File: src/rtl/rr_dec_arbiter.sv
// rr_dec_arbiter
// Round-robin arbiter granting one of NREQ requesters at a time.
// The grant is held until the owner releases it, withdraws its request,
// or the arbiter is disabled. The winner is driven out both as an index
// and as its one-hot decode.
//
// Optional feature (compile-time macro ARB_TIMEOUT_EN):
//   A hold counter limits a grant to HOLD_MAX cycles. When the limit is
//   hit, the grant is forced off and 'timeout' pulses for one cycle.
//
// Ports:
//   clk          system clock, rising edge
//   rst          synchronous active-high reset
//   en           arbiter enable; 0 drops any grant and blocks new ones
//   req          request vector, bit i = requester i
//   release_gnt  owner frees the grant this cycle ('release' is a
//                reserved word, hence the longer name)
//   gnt          one-hot grant, zero when no grant is active
//   gnt_idx      index of the current/last owner
//   gnt_valid    a grant is active
//   timeout      one-cycle pulse after a forced release (ARB_TIMEOUT_EN only)
//
// State table:
//   IDLE  | no owner; arbitrate from ptr when enabled and requests pending
//   GRANT | gnt_idx owns the resource until a release condition
module rr_dec_arbiter #(
    parameter int NREQ  = 8,
    parameter int IDX_W = 3
`ifdef ARB_TIMEOUT_EN
    ,
    parameter int HOLD_MAX = 15
`endif
) (
    input  logic             clk,
    input  logic             rst,
    input  logic             en,
    input  logic [NREQ-1:0]  req,
    input  logic             release_gnt,
    output logic [NREQ-1:0]  gnt,
    output logic [IDX_W-1:0] gnt_idx,
    output logic             gnt_valid
`ifdef ARB_TIMEOUT_EN
    ,
    output logic             timeout
`endif
);

    typedef enum logic {IDLE, GRANT} state_t;

    state_t           state, state_next;
    logic [IDX_W-1:0] ptr, ptr_next;
    logic [IDX_W-1:0] idx_next;
    logic [IDX_W-1:0] pick_idx;
    logic             pick_found;
    logic             leave;

`ifdef ARB_TIMEOUT_EN
    logic [7:0] hold_cnt;
    logic [7:0] hold_next;
    logic       hold_hit;
    logic       forced;

    assign hold_next = hold_cnt + 8'd1;
    // hold_next counts the current cycle, so hitting HOLD_MAX here means
    // this is the last permitted grant cycle.
    assign hold_hit  = (state == GRANT) && (hold_next == 8'(HOLD_MAX));
`endif

    // First requester at or after ptr, wrapping modulo NREQ.
    always_comb begin
        logic [IDX_W-1:0] cand;
        pick_found = 1'b0;
        pick_idx   = ptr;
        cand       = ptr;
        for (int k = 0; k < NREQ; k++) begin
            cand = ptr + IDX_W'(k);
            if (!pick_found && req[cand]) begin
                pick_found = 1'b1;
                pick_idx   = cand;
            end
        end
    end

    always_comb begin
        state_next = state;
        ptr_next   = ptr;
        idx_next   = gnt_idx;
        leave      = 1'b0;
`ifdef ARB_TIMEOUT_EN
        forced     = 1'b0;
`endif
        case (state)
            IDLE: begin
                if (en && pick_found) begin
                    state_next = GRANT;
                    idx_next   = pick_idx;
                end
            end
            GRANT: begin
                if (release_gnt || !req[gnt_idx] || !en) begin
                    leave = 1'b1;
                end
`ifdef ARB_TIMEOUT_EN
                // A normal release on the same cycle takes precedence, so
                // the timeout pulse only marks true forced releases.
                else if (hold_hit) begin
                    forced = 1'b1;
                    leave  = 1'b1;
                end
`endif
                if (leave) begin
                    state_next = IDLE;
                    ptr_next   = gnt_idx + IDX_W'(1);
                end
            end
            default: state_next = IDLE;
        endcase
    end

    always_ff @(posedge clk) begin
        if (rst) begin
            state   <= IDLE;
            ptr     <= '0;
            gnt_idx <= '0;
        end else begin
            state   <= state_next;
            ptr     <= ptr_next;
            gnt_idx <= idx_next;
        end
    end

`ifdef ARB_TIMEOUT_EN
    always_ff @(posedge clk) begin
        if (rst) begin
            hold_cnt <= 8'd0;
            timeout  <= 1'b0;
        end else begin
            timeout <= forced;
            if (state == GRANT && state_next == GRANT) begin
                hold_cnt <= hold_next;
            end else begin
                hold_cnt <= 8'd0;
            end
        end
    end
`endif

    assign gnt_valid = (state == GRANT);
    assign gnt       = gnt_valid ? (NREQ'(1) << gnt_idx) : '0;

endmodule

File: config.mk
export PLATFORM = sky130hd
export DESIGN_NAME = rr_dec_arbiter
export DESIGN_NICKNAME = d
export VERILOG_FILES = /design/src/rtl/rr_dec_arbiter.sv
export SDC_FILE = /design/constraint.sdc
export NUM_CORES = 1
export LEC_CHECK = 0
export CORE_ASPECT_RATIO = 0.8
export CORE_MARGIN = 2
export CORE_UTILIZATION = 41
export CTS_CLUSTER_SIZE = 30
export DETAILED_ROUTE_END_ITERATION = 16
export PLACE_DENSITY = 0.65
export SLEW_MARGIN = 10
export SYNTH_ARGS = -nofsm -noshare
export SYNTH_HDL_FRONTEND = slang
export SYNTH_SLANG_ARGS = --single-unit
export TNS_END_PERCENT = 30
File: constraint.sdc
create_clock -name clk -period 3.5 [get_ports clk]
set_input_delay 0.7 -clock clk [delete_from_list [all_inputs] [get_ports clk]]
set_output_delay 0.7 -clock clk [all_outputs]
set_load 0.05 [all_outputs]
== Word-level counts from Yosys, hierarchy flattened ==
Cells that the tools add are included.
Storage, ports and cells
  register bits after elaboration: 7
Operators by class
  shift-type cells: 1
  bitwise operators: 1
  reduce and logical (&&, ||, !) cells: 21
  magnitude comparators: 9
  multiplexer cells: 39
  add/subtract/negate cells: 8
Operators with widths (count)
  $lt 3x4->1 const B: 9
  $bmux 1 s3: 9
  $mux 1: 21
  $mux 3: 7
  $add 3x3->3 const B: 4
  $logic_not 1->1: 9
  $logic_and 1x1->1: 8
  $mux 8: 1
  $shl 1x3->8 const A: 1
  $add 3x1->3 const B: 2
  $add 3x2->3 const B: 2
  $reduce_and 2->1: 2
  $logic_or 1x1->1: 2
  $pmux 1 s2: 1
  $not 1->1: 1

== Logic depth before layout (Yosys ltp) ==
  depth after elaboration: 27
  mapped depth: 12
  mapped depth without buffers: 9

== Worst setup path before layout ==
No wires, ideal clock.
  kind: reg-to-reg
  from: register ptr[0]
  to: register gnt_idx[0]
  required time: 3378 ps
  setup time: 122 ps
  setup slack: 482 ps
  clock period less this slack: 3018 ps
  cell stages (with the launch flop): 12
  data arrival time: 2896 ps
  cell sequence: dfxtp_1 > buf_6 > inv_1 > ha_1 > buf_6 > mux4_1 > mux2i_1 > nand2_1 > nand4b_4 > o211a_1 > nor4b_1 > a311o_1
Between the ends
  longest elaborated chain between the ends: 26
  elaborated cells on any way between the ends: 54
Ends and longest elaborated chain
  from (decl): RTL line 51  | logic [IDX_W-1:0] ptr, ptr_next;
  from (signal assigned): RTL line 127  | ptr <= ptr_next;
  parallel branches: the longest is 26 deep, another holds $add 3x1->3
  to (signal assigned): RTL line 128  | gnt_idx <= idx_next;
  to (decl): RTL line 40  | output logic [IDX_W-1:0] gnt_idx,
Parallel ways; which one is timed is not known. The select of a mux whose other input is x is not followed.
A chain may end at the register's enable or synchronous reset.

== Worst setup path after layout ==
  from: register ptr[0]
  to: register gnt_idx[1]
The elaborated chain is that of the path after synthesis.

==> metrics <==
reg-to-reg setup timing slack=a little under 0.4 ns; Final Power=roughly 0.56 mW; Post-Syn Area=0.00139 mm2; RSZ-0062 raised after global routing=no; Layout area overhead=22.7%; Arr. time, crit path=3.21 ns; delay of the slowest cell on the worst path=0.63 ns; TritonCTS clock tree=built; Congestion Overflow GR=0; max frequency=322 MHz; power per cell area=329 mW/mm2; Worst Hold Class=reg2reg; DRT antenna net count=0; die footprint=a little under 0.004 mm2; Worst-Margin Slew=0.601 ns; WS Path Type=reg2reg; metal2 WL=1.66 mm; Vias per Instance=6.24; Routed WL=3.62 mm; Ys Warns=0; Skew-Pair Late Insertion Delay=0.23 ns; outcome=finished clean; WHS Path Cells=2; Nets=187; layout cells sized above 1=0.157; synth top area cells=mux4_1 (15%), mux4_2 (13%), dfxtp_1 (10%), ha_1 (7.2%), mux2i_1 (5.8%); Syn Inst Count=140; first-pass GRT wire length=6.30 mm; clk slew on worst S/H paths=0.04 ns; hold slack=0.636 ns; PostCTS Resize Cnt=0; worst path cell trace=inv_1 -> ha_1 -> mux4_1 -> mux2i_1 -> a22o_1 -> buf_4 -> nand4_1 -> o211a_1 -> a311oi_1 -> o21ai_0; x dimension of the die=69.1 um; DP HPWL=around 2.9 mm; chip height=56.1 um; antenna violations before repair=0; Post-Syn Area per Cell=approximately 9.9 um2; CP max FO=12; non-filler cells, final=between 200 and 250; H-tree level count=1; Unique masters post-synth=49; post-synth top area share=0.151; WP data required=3.60 ns; Max clock buf depth=2; Max Cap Violations=0; relative slew slack=0.596; Hold-fix buffers, CTS=0; fin. max-slew vios=0; syn nets=160; Fill cells=302; CTS Sinks=7; Top Layer Used=met4; setup tns final=0 ns; FF-to-FF End=gnt_idx[1]; VDD IR-drop max=0.186 mV; IO Pins=24; Fin. Hold Viols=0; DR WL/cell=17.5 um; Vias=1285; Core ar.=between 0.003 and 0.004 mm2; clock buffer count from CTS=3; Hold EP=ptr[2]; clock skew=0.000227 ns; Lkg Pwr=0.676 nW; number of synthesized register bits=7; Worst Setup End Kind=register; Inst Count DP=between 200 and 250; met1 WL=1.81 mm; Initial DRT Pass Iterations=6; Final Cycle Share=0.889; CP Launch Type=register; largest net degree at the start of global routing=13; Initial Utilization=0.441; # setup viols final=0; Yosys top cell by area=mux4_1; ys flop type=dfxtp_1; Hold Path Origin=ptr[2]; GR Util All Layers=0.201; met3 wire len=around 110 um; crit path time final=3.11 ns; DR iter-0 viols=128; Reg-to-Reg Start=ptr[0]; ANT cells=0; root buf cell=clkbuf_8; gp weighted congestion=0.953; Post-synth EDFFs=0; IO buf count=23; number of global-route vias before repair=around 1200; ys async rst share=0; R2R depth=10; Rows=18; Seq/Total Area, Yosys=0.101; Slowest-stage cell, CP=mux4_1; Post-route DRC=0; Post-synth top cells=nor2_1 (10), o21ai_0 (10), inv_1 (9); Post-CTS Setup Bufs=0
cell type report:
class,instances,area (um2),share of cell area
Tap cell,40,50.0,0.0293
Sequential cell,7,140,0.0821
Timing Repair Buffer,27,260,0.152
Multi-Input combinational cell,119,1180,0.690
Clock buffer,4,45.0,0.0264
Inverter,9,33.8,0.0198
routing by layer:
| metal | vias to the layer above | global-route usage |
|---|---|---|
| li1 | 611 | - |
| met1 | 642 | 0.298 |
| met2 | 28 | 0.302 |
| met3 | 4 | 0.0272 |
| met4 | 0 | 0.0560 |
| met5 | - | 0 |
report_power, final:
part           leakage, nW  total (mW)  switching (mW)  internal [mW]
Sequential          0.0574       0.104          0.0158         0.0881
Combinational        0.596       0.341           0.187          0.154
Clock               0.0228       0.116          0.0372         0.0790
cell families (layout without fill, tap and decap cells):
family,after synthesis,after routing,share of synthesized area
AO/OA/AOI/OAI,35,35,0.176
XOR/XNOR,3,3,0.0189
adder cells (fa/ha/maj),8,8,0.0719
buffers and inverters,14,40,0.0531
flip-flops,7,7,0.101
multiplexers,28,28,0.378
AND/OR/NAND/NOR,45,45,0.201
worst max-delay path, delay by kind of cell, from the launching register on:
kind | cells | cell delay, ns
AO/OA/AOI/OAI | 4 | 0.80
adder cells (fa/ha/maj) | 1 | 0.62
buffers and inverters | 2 | 0.25
flip-flops | 1 | 0.32
multiplexers | 2 | 0.90
AND/OR/NAND/NOR | 1 | 0.10
flip-flops by register name, indices dropped and copies added (netlist names):
signal and cells:
gnt_idx 3, gnt_valid 1, ptr 3
metrics by stage:
stage | cell area (um2) | setup slack, ns | util
after global placement | 1660 | 0.315 | 0.527
final | 1710 | 0.390 | 0.541
after detailed placement | 1660 | 0.256 | 0.527
after floorplan | 1390 | 0.482 | -
after global routing | 1710 | 0.245 | 0.541
after CTS | 1710 | 0.427 | 0.541
placed cells by master, fill, tap and decap left out, drive strengths merged, types with 2 or more instances in the layout:
cell,Yosys,routed
clkdlybuf4s50,0,23
mux4,16,16
o21ai,12,12
nor2,11,11
inv,9,9
mux2i,9,9
ha,8,8
dfxtp,7,7
and2,6,6
nor2b,5,5
nand2,5,5
a21oi,4,4
nand3,4,4
buf,5,4
and3,4,4
clkbuf,0,4
o211ai,3,3
o211a,3,3
mux2,3,3
xor2,2,2
nand2b,2,2
nand4,2,2
o21a,2,2
worst max-delay path by stage:
stage	start	end	slack, ns	cells after the start
after CTS	ptr[0]	gnt_idx[0]	0.43	9
after floorplan	ptr[0]	gnt_idx[0]	0.48	11
after global placement	req[6]	gnt_idx[0]	0.31	8
after global routing	ptr[0]	gnt_idx[0]	0.25	9
after detailed placement	req[3]	gnt_idx[0]	0.26	8
final	ptr[0]	gnt_idx[1]	0.39	10
Note: power is estimated with default switching activity, not from simulation.
